`src/rtl/arb_pkg.sv`:
```
// Shared types, widths and the reference round-robin pick for the 8-way arbiter.
package arb_pkg;

    localparam int unsigned N_REQ = 8;
    localparam int unsigned IDX_W = 3;

    typedef enum logic {
        IDLE  = 1'b0,
        GRANT = 1'b1
    } arb_state_t;

    // First set bit of mask scanning start, start+1, ... with wrap from N_REQ-1 to 0.
    function automatic logic [IDX_W-1:0] rr_pick(input logic [N_REQ-1:0] mask,
                                                 input logic [IDX_W-1:0] start);
        logic [IDX_W-1:0] idx;
        rr_pick = start;
        for (int i = N_REQ - 1; i >= 0; i--) begin
            idx = start + IDX_W'(i);
            if (mask[idx]) rr_pick = idx;
        end
    endfunction

endpackage

```
`src/rtl/decoder_3_8.sv`:
```
// 3-to-8 one-hot decoder with enable; all-zero output when disabled.
module decoder_3_8 (
    input  logic       en,
    input  logic [2:0] a,
    output logic [7:0] y
);

    assign y = en ? (8'b1 << a) : 8'h00;

endmodule

```
`src/rtl/rr_pick_8.sv`:
```
// Round-robin pick: rotate mask so start sits at bit 0, priority-encode, rotate back.
module rr_pick_8
    import arb_pkg::*;
(
    input  logic [N_REQ-1:0] mask,
    input  logic [IDX_W-1:0] start,
    output logic [IDX_W-1:0] idx,
    output logic             any
);

    logic [N_REQ-1:0] rot;
    logic [IDX_W-1:0] off;

    always_comb begin
        rot = N_REQ'({mask, mask} >> start);
        off = '0;
        for (int i = N_REQ - 1; i >= 0; i--) begin
            if (rot[i]) off = IDX_W'(i);
        end
        idx = start + off;
        any = |mask;
    end

endmodule

```
`src/rtl/rr_arbiter_8.sv`:
```
// Eight-way round-robin arbiter with hold timeout; owner index is registered and
// expanded to a one-hot grant through decoder_3_8.
module rr_arbiter_8
    import arb_pkg::*;
#(
    parameter int unsigned MAX_HOLD = 16
) (
    input  logic             clk,
    input  logic             reset,
    input  logic [N_REQ-1:0] req,
    output logic [N_REQ-1:0] gnt,
    output logic [IDX_W-1:0] gnt_idx,
    output logic             gnt_valid,
    output logic             preempt
);

    localparam int unsigned HOLD_W = $clog2(MAX_HOLD);
    localparam logic [HOLD_W-1:0] HOLD_LAST = HOLD_W'(MAX_HOLD - 1);

    arb_state_t       state, state_n;
    logic [IDX_W-1:0] owner, owner_n;
    logic [IDX_W-1:0] ptr, ptr_n;
    logic [HOLD_W-1:0] hold_cnt, hold_n;
    logic             preempt_n;

    logic [IDX_W-1:0] owner_inc;
    logic [IDX_W-1:0] all_start;
    logic [N_REQ-1:0] others;
    logic [IDX_W-1:0] all_idx, oth_idx;
    logic             all_any, oth_any;

    assign owner_inc = owner + IDX_W'(1);
    assign others    = req & ~(N_REQ'(1) << owner);
    // Idle scans from the fairness pointer; a releasing owner hands over starting after itself.
    assign all_start = (state == GRANT) ? owner_inc : ptr;

    rr_pick_8 u_pick_all (
        .mask  (req),
        .start (all_start),
        .idx   (all_idx),
        .any   (all_any)
    );

    rr_pick_8 u_pick_oth (
        .mask  (others),
        .start (owner_inc),
        .idx   (oth_idx),
        .any   (oth_any)
    );

    always_comb begin
        state_n   = state;
        owner_n   = owner;
        ptr_n     = ptr;
        hold_n    = hold_cnt;
        preempt_n = 1'b0;
        case (state)
            IDLE: begin
                if (all_any) begin
                    state_n = GRANT;
                    owner_n = all_idx;
                    hold_n  = '0;
                end
            end
            GRANT: begin
                if (!req[owner]) begin
                    ptr_n  = owner_inc;
                    hold_n = '0;
                    if (oth_any) owner_n = all_idx;
                    else         state_n = IDLE;
                end else if (hold_cnt == HOLD_LAST) begin
                    hold_n = '0;
                    if (oth_any) begin
                        ptr_n     = owner_inc;
                        owner_n   = oth_idx;
                        preempt_n = 1'b1;
                    end
                end else begin
                    hold_n = hold_cnt + HOLD_W'(1);
                end
            end
            default: state_n = IDLE;
        endcase
    end

    always_ff @(posedge clk or posedge reset) begin
        if (reset) begin
            state    <= IDLE;
            owner    <= '0;
            ptr      <= '0;
            hold_cnt <= '0;
            preempt  <= 1'b0;
        end else begin
            state    <= state_n;
            owner    <= owner_n;
            ptr      <= ptr_n;
            hold_cnt <= hold_n;
            preempt  <= preempt_n;
        end
    end

    assign gnt_valid = (state == GRANT);
    assign gnt_idx   = owner;

    decoder_3_8 u_dec (
        .en (gnt_valid),
        .a  (owner),
        .y  (gnt)
    );

endmodule

```
`config.mk`:
```
export PLATFORM = sky130hd
export DESIGN_NAME = rr_arbiter_8
export DESIGN_NICKNAME = d
export VERILOG_FILES = /design/src/rtl/arb_pkg.sv /design/src/rtl/decoder_3_8.sv /design/src/rtl/rr_pick_8.sv /design/src/rtl/rr_arbiter_8.sv
export SDC_FILE = /design/constraint.sdc
export NUM_CORES = 1
export LEC_CHECK = 0
export BUFFER_PORTS_ARGS = -buffer_cell sky130_fd_sc_hd__clkbuf_2
export CAP_MARGIN = 30
export CORE_ASPECT_RATIO = 1.5
export CORE_UTILIZATION = 51
export DETAILED_ROUTE_END_ITERATION = 12
export GPL_ROUTABILITY_DRIVEN = 0
export PLACE_DENSITY_LB_ADDON = 0.25
export SLEW_MARGIN = 20
export SYNTH_ARGS = -nofsm -noshare
export SYNTH_HDL_FRONTEND = slang
export SYNTH_SLANG_ARGS = --single-unit
export TNS_END_PERCENT = 20
```
`constraint.sdc`:
```
create_clock -name clk -period 11.95 [get_ports clk]
set_input_delay 2.39 -clock clk [delete_from_list [all_inputs] [get_ports clk]]
set_output_delay 2.39 -clock clk [all_outputs]
set_load 0.02 [all_outputs]
```
==> reports/results.ini, run 1 <==
[run_status]
status = completed

[yosys]
syn_inst = 193
syn_area_um2 = 1740
synth_ff_type = dfrtp_1
synth_seq_cells = 12
synth_cell_type_count = 42
synth_seq_area_share_pct = 17.3
synth_nets = 214
synth_edf_count = 0
yosys_warnings = 0
syn_avg_cell_area_um2 = 8.99
synthArstFlopShare_pct = 100

[sta]
setup_tns_ns = 0
hold-worst-slack_ns = 0.492
finClkSkew_ns = 0.00120
rsz0062_at_grt = no
fmax_mhz = 200
setup_viol = 0
final_max_slew_viol_count = 0
timing_hold_violations_final = 0
tightest_slew_ns = 0.741
period_share_pct = 41.8
min_period_ns = 5.00
slew_headroom_pct = 49.6

[routing]
dr.pass1.iters = 4
wl_per_cell_um = 16.1
wirelength_mm = 4.05
drc_errors = 0
vias_per_cell = 6.04
ant_nets = 0
vias = 1523
drt_iter0_drc = 46

[clock_tree]
cts_buffers = 3
ctsHoldBuffers = 0
tritoncts = built
clock_path_buffers = 2
cts.sinks = 12
root_buffer = clkbuf_8
clkTransAtPathRegs_ns = 0.05
htreeDepth = 1
clk-insertion-delay-late_ns = 0.24
ctsResizeCount = 0
post-cts-setup-buffers = 0

[layout]
utilization_pct = 59.7
drive_above_1_share_pct = 19.3
nNetsFinal = 234
area_growth_pct = 9.81
diodes = 0
fin_area_um2 = 1910

[setup_path]
critPathLaunchType = primary input
r2r_slack_ns = 7.21
critPathTopFamily = compound AO/OA/AOI/OAI gates
max_stage_delay_ns = 0.38
worstSetupPathType = in -> reg
crit_chain = clkbuf_2 > a21boi_0 > a21oi_1 > mux2i_1 > mux2i_1 > o21ai_0 > a21oi_1 > o21ai_0 > and2_1 > ha_1 > fa_1 > xnor2_1 > xnor2_1 > a221o_1
required_ns = 12.07
worst-path-buf-inv = 1
slowest_stage = fa_1
endpoint_kind = register
path_max_fanout = 7
worstPathArrival_ns = 5.12

[placement]
port_buffers = 22
placed_cell_area_um2 = 1850
dp_hpwl_mm = 3.18

[grt]
grt_pass1_vias = 1458
grt_first_pass_wirelength_mm = 6.86
grt_overflow_total = 0
grt_max_degree = 23
grt_use_total_pct = 24.0
antenna_found_initial = 0

[floorplan]
coreArea_um2 = 3190
rows = 25
die_area_um2 = 3640
initial_utilization_pct = 54.4
die_y_um = 73.4
pin_count = 23
die_x_um = 49.6

[min_path]
hold_class = reg -> reg

[job]
drv_cap = 0

[cell usage after synthesis (2+ instances only)]
| cell | instances | area (um2) |
|---|---|---|
| o2bb2ai_1 | 2 | 17.5 |
| and2_1 | 9 | 56.3 |
| a21oi_1 | 6 | 30.0 |
| dfrtp_1 | 12 | 300 |
| a32oi_1 | 2 | 17.5 |
| fa_1 | 2 | 40.0 |
| inv_1 | 9 | 33.8 |
| nor4_1 | 3 | 18.8 |
| and3_1 | 3 | 18.8 |
| a21boi_0 | 2 | 15.0 |
| xnor2_1 | 2 | 17.5 |
| nand2b_1 | 9 | 56.3 |
| buf_6 | 2 | 22.5 |
| nand3_1 | 3 | 15.0 |
| nor2b_1 | 4 | 25.0 |
| ha_1 | 9 | 113 |
| mux2_2 | 9 | 101 |
| mux4_1 | 2 | 52.6 |
| clkbuf_1 | 2 | 7.51 |
| nand2_1 | 14 | 52.6 |
| and3b_1 | 2 | 17.5 |
| a22o_1 | 2 | 17.5 |
| nor2_1 | 9 | 33.8 |
| buf_2 | 4 | 20.0 |
| mux2i_1 | 39 | 390 |
| a31oi_1 | 3 | 18.8 |
| o2111ai_1 | 2 | 17.5 |
| o21ai_0 | 12 | 60.1 |
[metal layers]
layer  vias to the layer above  track usage (%)  part of all wire (%)
met5                         -                0                     0
met4                         0             7.30                   1.3
met3                         4             1.66                   2.6
met2                        28             45.2                    54
met1                       738             28.3                    42
li1                        753                -                     -
[layout by cell type (no fill, tap or decap), types with 2 or more instances in the layout]
cell       instances
fa_1               2
xnor2_1            2
inv_1              9
nand2b_1           9
a31oi_1            3
a32oi_1            2
nand2_1           14
nor2_1             9
and2_1             9
nand3_1            3
and3_1             3
clkbuf_2          22
ha_1               9
and3b_1            2
a21boi_0           2
mux2_2             9
mux2i_1           39
dfrtp_1           12
clkbuf_8           4
nor4_1             3
nor2b_1            4
mux4_1             2
a22o_1             2
o2111ai_1          2
a21oi_1            6
o2bb2ai_1          2
o21ai_0           12
[path summary, 6_finish.rpt]
kind / end / cells past startpoint / from
worst max register to register: gnt_idx[2]$_DFFE_PP0P_ / 16 / gnt_idx[0]$_DFFE_PP0P_
worst max-delay path: gnt_idx[2]$_DFFE_PP0P_ / 14 / req[4]
min in group asynchronous: hold_cnt[2]$_DFFE_PP0P_ / 2 / reset
worst min register to register: hold_cnt[3]$_DFFE_PP0P_ / 1 / hold_cnt[3]$_DFFE_PP0P_
worst min-delay path: hold_cnt[3]$_DFFE_PP0P_ / 1 / hold_cnt[3]$_DFFE_PP0P_
max in group asynchronous: ptr[1]$_DFFE_PP0P_ / 2 / reset
[stage by stage]
| stage | instances | setup slack [ns] |
|---|---|---|
| after floorplan | 193 | 7.21 |
| after global placement | 247 | 6.85 |
| after detailed placement | 248 | 6.75 |
| after CTS | 252 | 6.99 |
| after global routing | 252 | 6.74 |
| final | 252 | 6.95 |
[state kept, by name, summed over array words and instances, names as in the netlist]
register	count
gnt_idx	3
ptr	3
gnt_valid	1
preempt	1
hold_cnt	4
[kinds of logic (layout without fill, tap and decap cells)]
family                     Yosys count  after routing  synth area share, %
xor gates and xnor gates             3              3                 1.51
adders and majority gates           11             11                 8.80
buffers and inverters               18             37                 5.26
DFF                                 12             12                 17.3
muxes                               52             52                 33.5
and+or+nand+nor                     60             60                 18.9
AOI/OAI and AO/OA                   37             37                 14.8
[area by class of cell]
cell class / count / area [um2]
flip-flops and latches: 12 / 300
repair buffers: 24 / 123
inverters: 9 / 33.8
well taps: 40 / 50.0
fillers: 317 / 1280
multi-input cells: 163 / 1340
clock buffers: 4 / 55.1
Power of run 1 is not shown: default switching activity piles up to over one toggle a cycle in this logic, so the estimate is an artifact.
==> run 2, diff against run 1 <==
==> constraint.sdc (replaced) <==
create_clock -name clk -period 4.9 [get_ports clk]
set_input_delay 0.98 -clock clk [delete_from_list [all_inputs] [get_ports clk]]
set_output_delay 0.98 -clock clk [all_outputs]
set_load 0.02 [all_outputs]
==> run 2 against run 1 <==
  * Cell area fell by 0.20%
  * First-iteration DRC count rose by 22%
  * Global-route usage rose by 2.9 points
  * Count of clock-buffer cells in the layout fell by 1
  * Final cell count did not move
  * Core utilization fell by 0.12 points
  * Largest cell class unchanged
==> reports/results.ini, run 2 (synthesis results as in run 1) <==
[layout]
diodes = 0  ; unchanged
area_growth_pct = 9.59
regMostFlops = hold_cnt
nNetsFinal = 235  ; +0.43%
final_cell_mix = mux2i_1, clkbuf_2, nand2_1
final_common_cell = mux2i_1
largest_reg_flops = 4  ; unchanged
drive_above_1_share_pct = 19.3  ; unchanged

[clock_tree]
clkTransAtPathRegs_ns = 0.05  ; about the same
cts_buffers = 3  ; unchanged
ctsHoldBuffers = 0  ; unchanged
ctsResizeCount = 0  ; unchanged
post-cts-setup-buffers = 0  ; unchanged
htreeDepth = 1  ; unchanged
tritoncts = built
root_buffer = clkbuf_8
clk-insertion-delay-late_ns = 0.24  ; about the same
clock_path_buffers = 2  ; unchanged
cts.sinks = 12  ; unchanged

[placement]
dp_hpwl_mm = 3.46  ; +8.7%
port_buffers = 22  ; unchanged
post-place-ws_ns = 0.705  ; -6.04 ns

[setup_path]
max_stage_delay_ns = 0.54  ; +0.16 ns
critPathTopFamily = multiplexers
path_max_fanout = 22  ; +15
r2r-end = gnt_idx[2]$_DFFE_PP0P_
required_ns = 5.03  ; -7.04 ns
endpoint_kind = register
timing.rr.start = gnt_idx[0]$_DFFE_PP0P_
worstPathArrival_ns = 4.33  ; -0.79 ns
worst-path-buf-inv = 2  ; +1
slowest_stage = ha_1
reg2reg_depth = 17  ; +1
worstSetupPathType = reg -> reg
critPathLaunchType = register
r2r_slack_ns = 0.70  ; -6.51 ns
critPathLaunch = gnt_idx[0]$_DFFE_PP0P_
crit_chain = buf_4 > inv_1 > ha_1 > mux2i_4 > mux2i_1 > mux2i_1 > mux2_2 > a21oi_1 > o21ai_0 > nand2_1 > a21boi_0 > ha_1 > fa_1 > xor2_1 > nor3_1 > nor4b_2 > a221o_1

[grt]
met3_usage_pct = 1.86  ; +0.21 points
top_usage_layer = met2
grt_overflow_total = 0  ; unchanged
grt_first_pass_wirelength_mm = 7.54  ; +10%
grt_pass1_vias = 1599  ; +9.7%
grt_max_degree = 23  ; unchanged
grt_use_total_pct = 26.8  ; +2.9 points
use_met2_pct = 48.9  ; +3.8 points
use_met1_pct = 30.6  ; +2.3 points
antenna_found_initial = 0  ; unchanged

[routing]
wl_per_cell_um = 17.5  ; +8.6%
wirelength_mm = 4.40  ; +8.6%
dr.pass1.iters = 4  ; unchanged
drc_errors = 0  ; unchanged
vias = 1572  ; +3.2%
vias_per_cell = 6.24  ; +3.2%
ant_nets = 0  ; unchanged
drt_iter0_drc = 56  ; +22%

[sta]
tightest_slew_ns = 0.722  ; -0.0188 ns
timing_hold_violations_final = 0  ; unchanged
rsz0062_at_grt = no
fmax_mhz = 238
slew_headroom_pct = 50.9  ; +1.3 points
final_max_slew_viol_count = 0  ; unchanged
setup_tns_ns = 0  ; unchanged
finClkSkew_ns = 0.00387  ; +0.00266 ns
setup_slack_ns = 0.695  ; -6.26 ns
period_share_pct = 85.8
setup_viol = 0  ; unchanged
min_period_ns = 4.20

[min_path]
min_from = hold_cnt[3]$_DFFE_PP0P_
min_to = hold_cnt[3]$_DFFE_PP0P_
hold_depth = 1  ; unchanged
hold_class = reg -> reg

[floorplan]
pin_count = 23  ; unchanged
die_x_um = 49.6  ; unchanged
die_y_um = 73.4  ; unchanged
coreArea_um2 = 3190  ; unchanged
die_area_um2 = 3640  ; unchanged
initial_utilization_pct = 54.4  ; unchanged
rows = 25  ; unchanged

[job]
drv_cap = 0  ; unchanged

[run_status]
status = completed

run 2: layout make-up:
cell class | instances | area [um2]
Multi-Input combinational cell | 163 | 1340
Timing Repair Buffer | 25 | 133
Inverter | 9 | 33.8
Clock buffer | 3 | 41.3
Tap cell | 40 | 50.0
Sequential cell | 12 | 300
Fill cell | 284 | 1290
run 2: per-layer routing:
metal,up-vias,wire [um]
met5,-,0
met4,0,212
met3,19,148
met2,50,2260
met1,756,1780
li1,747,-
run 2: per-stage QoR:
stage	cells	hold slack [ns]	utilization [%]	instance area, um2
after floorplan	193	0.445	-	1740
after global placement	249	0.465	58.3	1860
after detailed placement	249	0.470	58.3	1860
after CTS	252	0.476	59.6	1900
after global routing	252	0.509	59.6	1900
final	252	0.472	59.6	1900
run 2: worst max path at each step:
| stage | endpoint | depth (start not counted) | slack, ns |
|---|---|---|---|
| floorplan | gnt_idx[2]$_DFFE_PP0P_ | 19 | 0.77 |
| global placement | gnt_idx[2]$_DFFE_PP0P_ | 17 | 0.87 |
| detailed placement | gnt_idx[2]$_DFFE_PP0P_ | 17 | 0.71 |
| CTS | gnt_idx[2]$_DFFE_PP0P_ | 17 | 0.71 |
| global route | gnt_idx[2]$_DFFE_PP0P_ | 17 | 0.35 |
| finish | gnt_idx[2]$_DFFE_PP0P_ | 17 | 0.70 |
Power of run 2 is left out for the same reason.
==> run 3, diff against run 2 <==
--- a/config.mk
+++ b/config.mk
@@ -8,9 +8,11 @@
 export BUFFER_PORTS_ARGS = -buffer_cell sky130_fd_sc_hd__clkbuf_2
 export CAP_MARGIN = 30
 export CORE_ASPECT_RATIO = 1.5
-export CORE_UTILIZATION = 51
+export CORE_MARGIN = 3
+export CORE_UTILIZATION = 40
 export DETAILED_ROUTE_END_ITERATION = 12
 export GPL_ROUTABILITY_DRIVEN = 0
+export MAX_ROUTING_LAYER = met4
 export PLACE_DENSITY_LB_ADDON = 0.25
 export SLEW_MARGIN = 20
 export SYNTH_ARGS = -nofsm -noshare
==> run 3 against run 2 <==
  * Global-route usage fell by 9.0 points
  * Cell area grew 1.8%
  * Count of clock-buffer cells in the layout grew 1
  * Critical path depth is the same
  * Clock skew barely moved
  * Sequential share of layout area shrank 0.29 points
  * Register-to-register slack better by 0.09 ns
  * Hold slack improved by 0.0021 ns
==> reports/results.ini, run 3 (synthesis results as in run 1) <==
[setup_path]
path_max_fanout = 22  ; unchanged
worstSetupPathType = reg -> reg
worst-path-buf-inv = 2  ; unchanged
critPathLaunchType = register
slowest_stage = ha_1
endpoint_kind = register
worstPathArrival_ns = 4.23  ; -0.10 ns
critPathTopFamily = multiplexers
max_stage_delay_ns = 0.40  ; -0.14 ns
crit_chain = buf_4 > inv_1 > ha_1 > mux2i_4 > mux2i_1 > mux2i_1 > mux2_2 > a21oi_1 > o21ai_0 > nand2_1 > a21boi_0 > ha_1 > fa_1 > xor2_1 > nor3_1 > nor4b_2 > a221o_1
required_ns = 5.02  ; about the same

[clock_tree]
ctsResizeCount = 0  ; unchanged
ctsHoldBuffers = 0  ; unchanged
cts.sinks = 12  ; unchanged
clk-insertion-delay-late_ns = 0.24  ; about the same
clock_path_buffers = 2  ; unchanged
post-cts-setup-buffers = 0  ; unchanged
root_buffer = clkbuf_8
tritoncts = built
cts_buffers = 3  ; unchanged
clkTransAtPathRegs_ns = 0.06  ; about the same
htreeDepth = 1  ; unchanged

[layout]
diodes = 0  ; unchanged
final_common_cell = mux2i_1
fin_area_um2 = 1940  ; +1.8%
final_cell_mix = mux2i_1, clkbuf_2, nand2_1
nNetsFinal = 237  ; +0.85%
largest_reg_flops = 4  ; unchanged
area_growth_pct = 11.6
fillCellCount = 428  ; +51%
drive_above_1_share_pct = 20.5  ; +1.1 points
regMostFlops = hold_cnt

[sta]
fmax_mhz = 243  ; +2.2%
setup_slack_ns = 0.788  ; +0.0924 ns
finClkSkew_ns = 0.00378  ; -0.0000856 ns
min_period_ns = 4.11  ; -0.0924 ns
period_share_pct = 83.9  ; -1.9 points
setup_viol = 0  ; unchanged
timing_hold_violations_final = 0  ; unchanged
setup_tns_ns = 0  ; unchanged
rsz0062_at_grt = no
slew_headroom_pct = 49.1  ; -1.7 points
tightest_slew_ns = 0.748  ; +0.0256 ns
final_max_slew_viol_count = 0  ; unchanged

[grt]
grt_max_degree = 23  ; unchanged
grt_pass1_vias = 1545  ; -3.4%
antenna_found_initial = 0  ; unchanged
grt_overflow_total = 0  ; unchanged
grt_first_pass_wirelength_mm = 7.17  ; -4.9%
grt_use_total_pct = 17.8  ; -9.0 points

[routing]
dr.pass1.iters = 4  ; unchanged
wirelength_mm = 4.14  ; -6.0%
ant_nets = 0  ; unchanged
drt_iter0_drc = 99  ; +77%
vias_per_cell = 5.95  ; -4.6%
vias = 1547  ; -1.6%
drc_errors = 0  ; unchanged
wl_per_cell_um = 15.9  ; -8.8%

[floorplan]
die_y_um = 86.7  ; +18%
initial_utilization_pct = 42.7  ; -12 points
die_x_um = 59.8  ; +20%
rows = 28  ; +12%
die_area_um2 = 5180  ; +42%
pin_count = 23  ; unchanged
coreArea_um2 = 4060  ; +27%

[placement]
dp_hpwl_mm = 3.24  ; -6.5%
port_buffers = 22  ; unchanged
placed_cell_area_um2 = 1880  ; +1.1%
post-place-ws_ns = 0.814  ; +0.109 ns

[job]
drv_cap = 0  ; unchanged

[run_status]
status = completed

[min_path]
hold_class = reg -> reg

run 3: area by class of cell:
| type | count | area [um2] | area share (%) |
|---|---|---|---|
| multi-input cells | 163 | 1340 | 69.4 |
| flip-flops and latches | 12 | 300 | 15.5 |
| repair buffers | 27 | 148 | 7.62 |
| well taps | 45 | 56.3 | 2.91 |
| clock buffers | 4 | 55.1 | 2.84 |
| inverters | 9 | 33.8 | 1.74 |
run 3: routing by layer:
metal	vias up	share of wire (%)	track usage, %
met2	33	50	28.1
met1	744	43	22.7
li1	756	-	-
met4	0	4.3	8.47
met5	-	0	-
met3	14	2.5	1.34
run 3: metrics by stage:
stage / std cells / util (%) / hold slack (ns)
2_1_floorplan: 193 / - / 0.445
3_3_place_gp: 256 / 46.3 / 0.465
3_5_place_dp: 256 / 46.3 / 0.471
4_1_cts: 260 / 47.7 / 0.478
5_1_grt: 260 / 47.7 / 0.513
6_report: 260 / 47.7 / 0.474
run 3: final timing paths:
path                                      endpoint                     from  cells past startpoint  slack [ns]
setup / recovery            gnt_idx[2]$_DFFE_PP0P_   gnt_idx[0]$_DFFE_PP0P_                     17        0.79
hold / removal             hold_cnt[3]$_DFFE_PP0P_  hold_cnt[3]$_DFFE_PP0P_                      1        0.47
setup reg to reg            gnt_idx[2]$_DFFE_PP0P_   gnt_idx[0]$_DFFE_PP0P_                     17        0.79
hold reg to reg            hold_cnt[3]$_DFFE_PP0P_  hold_cnt[3]$_DFFE_PP0P_                      1        0.47
max in group asynchronous   gnt_idx[0]$_DFFE_PP0P_                    reset                      2        3.86
min in group asynchronous  hold_cnt[2]$_DFFE_PP0P_                    reset                      2        0.72
Power of run 3 is left out for the same reason.
